--- src/rtl/housekeeping_pkg.sv ---
// housekeeping_pkg: shared FSM state type, default chip-select and sample field layout
package housekeeping_pkg;
  typedef enum logic [2:0] {IDLE, SEND0, SEND1, WAIT_LO, WAIT_HI, EMIT} state_e;
  localparam logic [2:0] ADC_SEL_DEF = 3'b100;
  localparam int CH_MSB   = 15;
  localparam int CH_LSB   = 12;
  localparam int SAMPLE_W = 12;
endpackage

--- src/rtl/hk_next_channel.sv ---
// hk_next_channel: lowest set mask bit at or above start_i, with found flag
module hk_next_channel #(
  parameter int NUM_CH = 8
) (
  input  logic [NUM_CH-1:0] mask_i,
  input  logic [4:0]        start_i,
  output logic              found_o,
  output logic [3:0]        idx_o
);
  always_comb begin
    found_o = 1'b0;
    idx_o   = '0;
    for (int i = NUM_CH - 1; i >= 0; i--)
      if (mask_i[i] && 5'(i) >= start_i) begin
        found_o = 1'b1;
        idx_o   = 4'(i);
      end
  end
endmodule

--- src/rtl/housekeeping_adc_sequencer.sv ---
// housekeeping_adc_sequencer: periodic multi-channel ADC scan over AXI-Stream SPI command/reply paths
module housekeeping_adc_sequencer
  import housekeeping_pkg::*;
#(
  parameter int          NUM_CH  = 8,
  parameter int          TIMEOUT = 1024,
  parameter logic [2:0]  ADC_SEL = ADC_SEL_DEF
) (
  input  logic              clk_core,
  input  logic              clk_core_resn,
  input  logic              enable,
  input  logic [NUM_CH-1:0] ch_mask,
  input  logic [23:0]       period,
  output logic [2:0]        select_adc,
  output logic [7:0]        mosi_m_axis_tdata,
  output logic              mosi_m_axis_tvalid,
  output logic              mosi_m_axis_tlast,
  input  logic              mosi_m_axis_tready,
  input  logic [7:0]        miso_s_axis_tdata,
  input  logic              miso_s_axis_tvalid,
  output logic              miso_s_axis_tready,
  output logic [15:0]       sample_m_axis_tdata,
  output logic              sample_m_axis_tuser,
  output logic              sample_m_axis_tvalid,
  input  logic              sample_m_axis_tready,
  output logic              busy,
  output logic [7:0]        timeout_count
);
  localparam int WW = $clog2(TIMEOUT + 1);
  state_e        state_q, state_d;
  logic [23:0]   pcnt_q, pcnt_d;
  logic [WW-1:0] wcnt_q, wcnt_d;
  logic [3:0]    ch_q, ch_d;
  logic [7:0]    lo_q, lo_d, tcnt_q, tcnt_d;
  logic [15:0]   smp_q, smp_d;
  logic          tuser_q, tuser_d;
  logic          nxt_found, wait_to;
  logic [3:0]    nxt_idx;
  // From IDLE search from bit 0; from EMIT search strictly above the current channel
  hk_next_channel #(.NUM_CH(NUM_CH)) u_next (
    .mask_i  (ch_mask),
    .start_i (state_q == IDLE ? 5'd0 : 5'(ch_q) + 5'd1),
    .found_o (nxt_found),
    .idx_o   (nxt_idx)
  );
  assign wait_to = wcnt_q == WW'(TIMEOUT - 1);
  always_comb begin
    state_d = state_q;
    pcnt_d  = pcnt_q;
    wcnt_d  = wcnt_q;
    ch_d    = ch_q;
    lo_d    = lo_q;
    tcnt_d  = tcnt_q;
    smp_d   = smp_q;
    tuser_d = tuser_q;
    case (state_q)
      IDLE:
        if (pcnt_q != '0) pcnt_d = pcnt_q - 24'd1;
        else if (enable && nxt_found) begin
          state_d = SEND0;
          ch_d    = nxt_idx;
        end
      SEND0: if (mosi_m_axis_tready) state_d = SEND1;
      SEND1:
        if (mosi_m_axis_tready) begin
          state_d = WAIT_LO;
          wcnt_d  = '0;
        end
      WAIT_LO, WAIT_HI:
        if (miso_s_axis_tvalid && state_q == WAIT_LO) begin
          lo_d    = miso_s_axis_tdata;
          wcnt_d  = '0;
          state_d = WAIT_HI;
        end else if (miso_s_axis_tvalid || wait_to) begin
          // A byte landing on the final wait cycle wins over the timeout
          smp_d[CH_MSB:CH_LSB]  = ch_q;
          smp_d[SAMPLE_W-1:0]   = miso_s_axis_tvalid ? {miso_s_axis_tdata[3:0], lo_q} : '0;
          tuser_d               = !miso_s_axis_tvalid;
          tcnt_d                = tcnt_q + 8'(!miso_s_axis_tvalid && tcnt_q != 8'hFF);
          state_d               = EMIT;
        end else wcnt_d = wcnt_q + WW'(1);
      EMIT:
        if (sample_m_axis_tready) begin
          state_d = enable && nxt_found ? SEND0 : IDLE;
          ch_d    = enable && nxt_found ? nxt_idx : ch_q;
          pcnt_d  = enable && nxt_found ? pcnt_q : period;
        end
      default: state_d = IDLE;
    endcase
  end
  always_ff @(posedge clk_core or negedge clk_core_resn)
    if (!clk_core_resn) begin
      state_q <= IDLE;
      pcnt_q  <= '0;
      wcnt_q  <= '0;
      ch_q    <= '0;
      lo_q    <= '0;
      tcnt_q  <= '0;
      smp_q   <= '0;
      tuser_q <= 1'b0;
    end else begin
      state_q <= state_d;
      pcnt_q  <= pcnt_d;
      wcnt_q  <= wcnt_d;
      ch_q    <= ch_d;
      lo_q    <= lo_d;
      tcnt_q  <= tcnt_d;
      smp_q   <= smp_d;
      tuser_q <= tuser_d;
    end
  assign select_adc           = ADC_SEL;
  assign mosi_m_axis_tdata    = state_q == SEND0 ? {ch_q, 4'h0} : 8'h00;
  assign mosi_m_axis_tvalid   = state_q == SEND0 || state_q == SEND1;
  assign mosi_m_axis_tlast    = state_q == SEND1;
  // IDLE keeps accepting so stale replies are flushed, but never while held in reset
  assign miso_s_axis_tready   = clk_core_resn && (state_q inside {IDLE, WAIT_LO, WAIT_HI});
  assign sample_m_axis_tdata  = smp_q;
  assign sample_m_axis_tuser  = tuser_q;
  assign sample_m_axis_tvalid = state_q == EMIT;
  assign busy                 = state_q != IDLE;
  assign timeout_count        = tcnt_q;
endmodule

--- config.mk ---
export PLATFORM = sky130hd
export DESIGN_NAME = housekeeping_adc_sequencer
export DESIGN_NICKNAME = d
export VERILOG_FILES = /design/src/rtl/housekeeping_pkg.sv /design/src/rtl/hk_next_channel.sv /design/src/rtl/housekeeping_adc_sequencer.sv
export SDC_FILE = /design/constraint.sdc
export NUM_CORES = 1
export LEC_CHECK = 0
export ABC_CLOCK_PERIOD_IN_PS = 3000
export CAP_MARGIN = 20
export CORE_MARGIN = 4
export CORE_UTILIZATION = 37
export DETAILED_ROUTE_END_ITERATION = 8
export PLACE_DENSITY = 0.73
export REMOVE_ABC_BUFFERS = 1
export SYNTH_ARGS = -nofsm -noshare
export SYNTH_HDL_FRONTEND = slang
export SYNTH_HIERARCHICAL = 1
export SYNTH_SLANG_ARGS = --single-unit
--- constraint.sdc ---
create_clock -name clk_core -period 3 [get_ports clk_core]
set_input_delay 0.45 -clock clk_core [delete_from_list [all_inputs] [get_ports clk_core]]
set_output_delay 0.45 -clock clk_core [all_outputs]
set_load 0.01 [all_outputs]
==> key figures <==
Run status
  • Status: finished, final reports clean

Timing
  • Slew Limit Fails: 0
  • Hold WS: 0.363 ns
  • PnR worst setup slack: 0.173 ns
  • Final hold violations: 0
  • Final min period: 2.83 ns
  • Final period utilization: 94.2%
  • RSZ-0062 raised after global routing: false
  • Setup Skew: 0.0109 ns
  • Final setup viols: 0
  • Worst slew margin: 36.7%
  • Fmax: 354 MHz
  • Worst Tran Pin Value: 0.949 ns

Setup path
  • Worst setup EP type: output port
  • Critical path data required time: 2.55 ns
  • Max FO, Critical Path: 13
  • Number of cells on the worst reg-to-reg path: 11
  • Crit-path slowest cell: clkdlybuf4s50_1
  • Crit path DAT: 2.38 ns
  • Reg-to-reg setup timing slack: 0.24 ns
  • Reg2reg start: ch_q[0]$_DFFE_PN0P_
  • R2r endpoint: pcnt_q[4]$_DFFE_PN0P_
  • CP cell instances: buf_4 > or3b_2 > and2_0 > a21boi_1 > clkdlybuf4s50_1
  • Crit path launch type: flop
  • Slowest cell delay on critical path: 0.56 ns
  • Critical path class: flop to output port

Pwr
  • Sw Share: 38.6%
  • P_sw: 1860 uW
  • PD cells: 870 mW/mm2
  • VDD IR max: 0.390 mV
  • Clock Power Share: 21.5%
  • Pleak: 0.00229 uW
  • Total Power: 4810 uW
  • Pint: 2950 uW
  • Sequential share of power: 35.0%
  • Combinational share of power: 43.5%

Yosys
  • Post-synthesis compound-gate area fraction: 23.2%
  • Post-Syn Area: 0.00428 mm2
  • EDFF count, synth: 0
  • Async SR Flop Fraction: 100%
  • Simple-Gate Fraction of Synth Area: 20.7%
  • Adder-cell share of the synthesized area: 1.75%
  • Main synth FF type: dfrtp_1
  • Netlist cell types: 68
  • Mean Syn Cell Area: 9.22 um2
  • Synth Area in XOR/XNOR: 1.84%
  • Mux share of post-synthesis cell area: 3.39%
  • Mapped Cells: 464
  • Yosys warns: 6
  • Sequential-to-total area share from yosys stat: 43.9%
  • Largest family of logic cells by synthesized area: compound AO/OA/AOI/OAI gates
  • #FFs+latches synth: 75

Drt
  • DRT iter0 DRCs: 301
  • Vias: 3,962
  • WL/cell: 16.4 um
  • Total wire length: 11,300 um
  • Antenna Nets Post-Route: 0
  • DRT Pass-1 Iters: 5
  • DRC: 0
  • Via/cell ratio: 5.72

Die
  • Starting Density: 37.6%
  • Row cnt: 39
  • Core Footprint: 0.0114 mm2
  • Die X: 116 um
  • I/O Pins: 87
  • Die Span Y: 116 um
  • Die area: 0.0133 mm2

GRT
  • Largest net degree at the start of global routing: 76
  • Tot GR Track Use: 17.3%
  • Initial antenna violation count: 0
  • First-pass GRT wire length: 18,800 um
  • Total global routing overflow: 0
  • Vias in the first global route: 3,986

Clock tree
  • Htree depth: 3
  • Clock Latency Late Sink: 0.33 ns
  • Longest Clk Path Bufs: 2
  • Clk slew on worst S/H paths: 0.07 ns
  • CTS tree: yes
  • CTS sink count: 75
  • Clock buffer count from CTS: 9
  • Root buffer cell: clkbuf_16

Placement
  • Area after DPL: 0.00524 mm2
  • DP HPWL: 7970 um
  • PortBufs: 79
  • Dpl ws: 0.232 ns
  • Routability Congestion: 0.828

Min path
  • Hold Path Class: input port to async pin

Cells and area
  • Share of layout cells above drive strength 1: 10.5%
  • Fin nets: 597
  • Area grow syn2layout: 29.1%
  • Number of diodes: 0
  • Fillers: 1,056
  • Design area: 0.00552 mm2

Job
  • Max Cap Viol: 0
## timing repair
item | 4_1_cts | 5_1_grt
setup endpoints to repair | 0 | 24
endpoints found under the hold margin | 0 | 0
buffers inserted | 0 | 0
hold buffers | 0 | 0
gates resized for setup | 0 | 2
## per-layer routing
| metal | track usage [%] | up-vias | wire length, um |
|---|---|---|---|
| li1 | - | 1874 | - |
| met1 | 21.6 | 1937 | 4860 |
| met2 | 30.1 | 138 | 5690 |
| met3 | 4.02 | 13 | 674 |
| met4 | 4.69 | 0 | 106 |
| met5 | 0 | - | 0 |
## state kept, by name (all words and copies together), names as in the netlist
name,count
lo_q,8
pcnt_q,24
timeout_count,8
sample_m_axis_tuser,1
ch_q,4
wcnt_q,11
state_q,3
sample_m_axis_tdata,16
## worst max-delay path, delay by kind of cell, from the launching register on
family          cells  cell delay (ns)
compound gates      1             0.20
buf+inv             2             0.74
simple gates        2             0.72
flops               1             0.38
## cell usage after synthesis, drive strengths merged (5+ instances only)
master	number	area, um2
ha	6	75.1
clkbuf	14	52.6
nor3	13	65.1
a21boi	5	37.5
inv	10	37.5
nand2	40	150
o21ai	21	105
a31oi	16	100
and3	6	37.5
a22o	14	123
nor4	7	50.1
a22oi	10	75.1
buf	19	120
nand3	21	105
and2	9	56.3
mux2	12	135
nor2	43	161
nor3b	7	52.6
a21oi	28	140
o211ai	8	60.1
o22a	7	61.3
xnor2	5	43.8
dfrtp	75	1880
## area by class of cell
class | instances | area (um2) | share of cell area, %
Clock buffer | 9 | 225 | 4.08
Inverter | 10 | 37.5 | 0.680
Clock inverter | 7 | 58.8 | 1.06
Tap cell | 143 | 179 | 3.24
Sequential cell | 75 | 1880 | 34.0
Multi-Input combinational cell | 351 | 2220 | 40.1
Timing Repair Buffer | 98 | 931 | 16.9
## logic make-up (layout without fill, tap and decap cells)
family | count (synthesis) | in the layout
AOI/OAI and AO/OA | 142 | 142
xor gates and xnor gates | 9 | 9
adders and majority gates | 6 | 6
buffers and inverters | 43 | 124
DFF | 75 | 75
muxes | 13 | 13
other | 3 | 8
and+or+nand+nor | 173 | 173
## per-stage QoR
step           util (%)  setup TNS, ns  instances
3_3_place_gp       46.1              0        677
2_1_floorplan         -          -9.63        436
3_5_place_dp       46.1              0        677
4_1_cts            48.6              0        693
5_1_grt            48.6              0        693
6_report           48.6              0        693
## power groups by stage
stage               Clock (uW)  Combinational, uW  Sequential (uW)
floorplan                    0               1150             1700
global placement             0               2010             1660
detailed placement           0               2070             1690
CTS                       1060               2090             1680
global route              1110               2310             1730
finish                    1030               2090             1680
## placed cells by master (no fill, tap or decap), drive strengths merged, types with 7 or more instances in the layout
cell and instances:
conb 8, a22o 14, a22oi 10, nor3 13
inv 14, clkbuf 9, nand3 21, nand2 40
and2 9, nor3b 7, o211ai 8, nor2 43
mux2 12, o22a 7, clkdlybuf4s50 78, nor4 7
o21ai 21, dfrtp 75, a31oi 16, buf 20
a21oi 28
## how the worst max path moves through the flow
stage	endpoint	startpoint	cells past startpoint	slack [ns]
finish	miso_s_axis_tready	state_q[1]$_DFFE_PN0P_	5	0.17
global route	pcnt_q[13]$_DFFE_PN0P_	ch_q[0]$_DFFE_PN0P_	12	0.002
CTS	miso_s_axis_tready	state_q[1]$_DFFE_PN0P_	5	0.1
detailed placement	pcnt_q[4]$_DFFE_PN0P_	ch_q[0]$_DFFE_PN0P_	12	0.23
global placement	pcnt_q[17]$_DFFE_PN0P_	ch_mask[0]	10	0.28
floorplan	pcnt_q[17]$_DFFE_PN0P_	state_q[0]$_DFFE_PN0P_	11	-0.44
No activity file was read; power rests on OpenSTA's default activity.
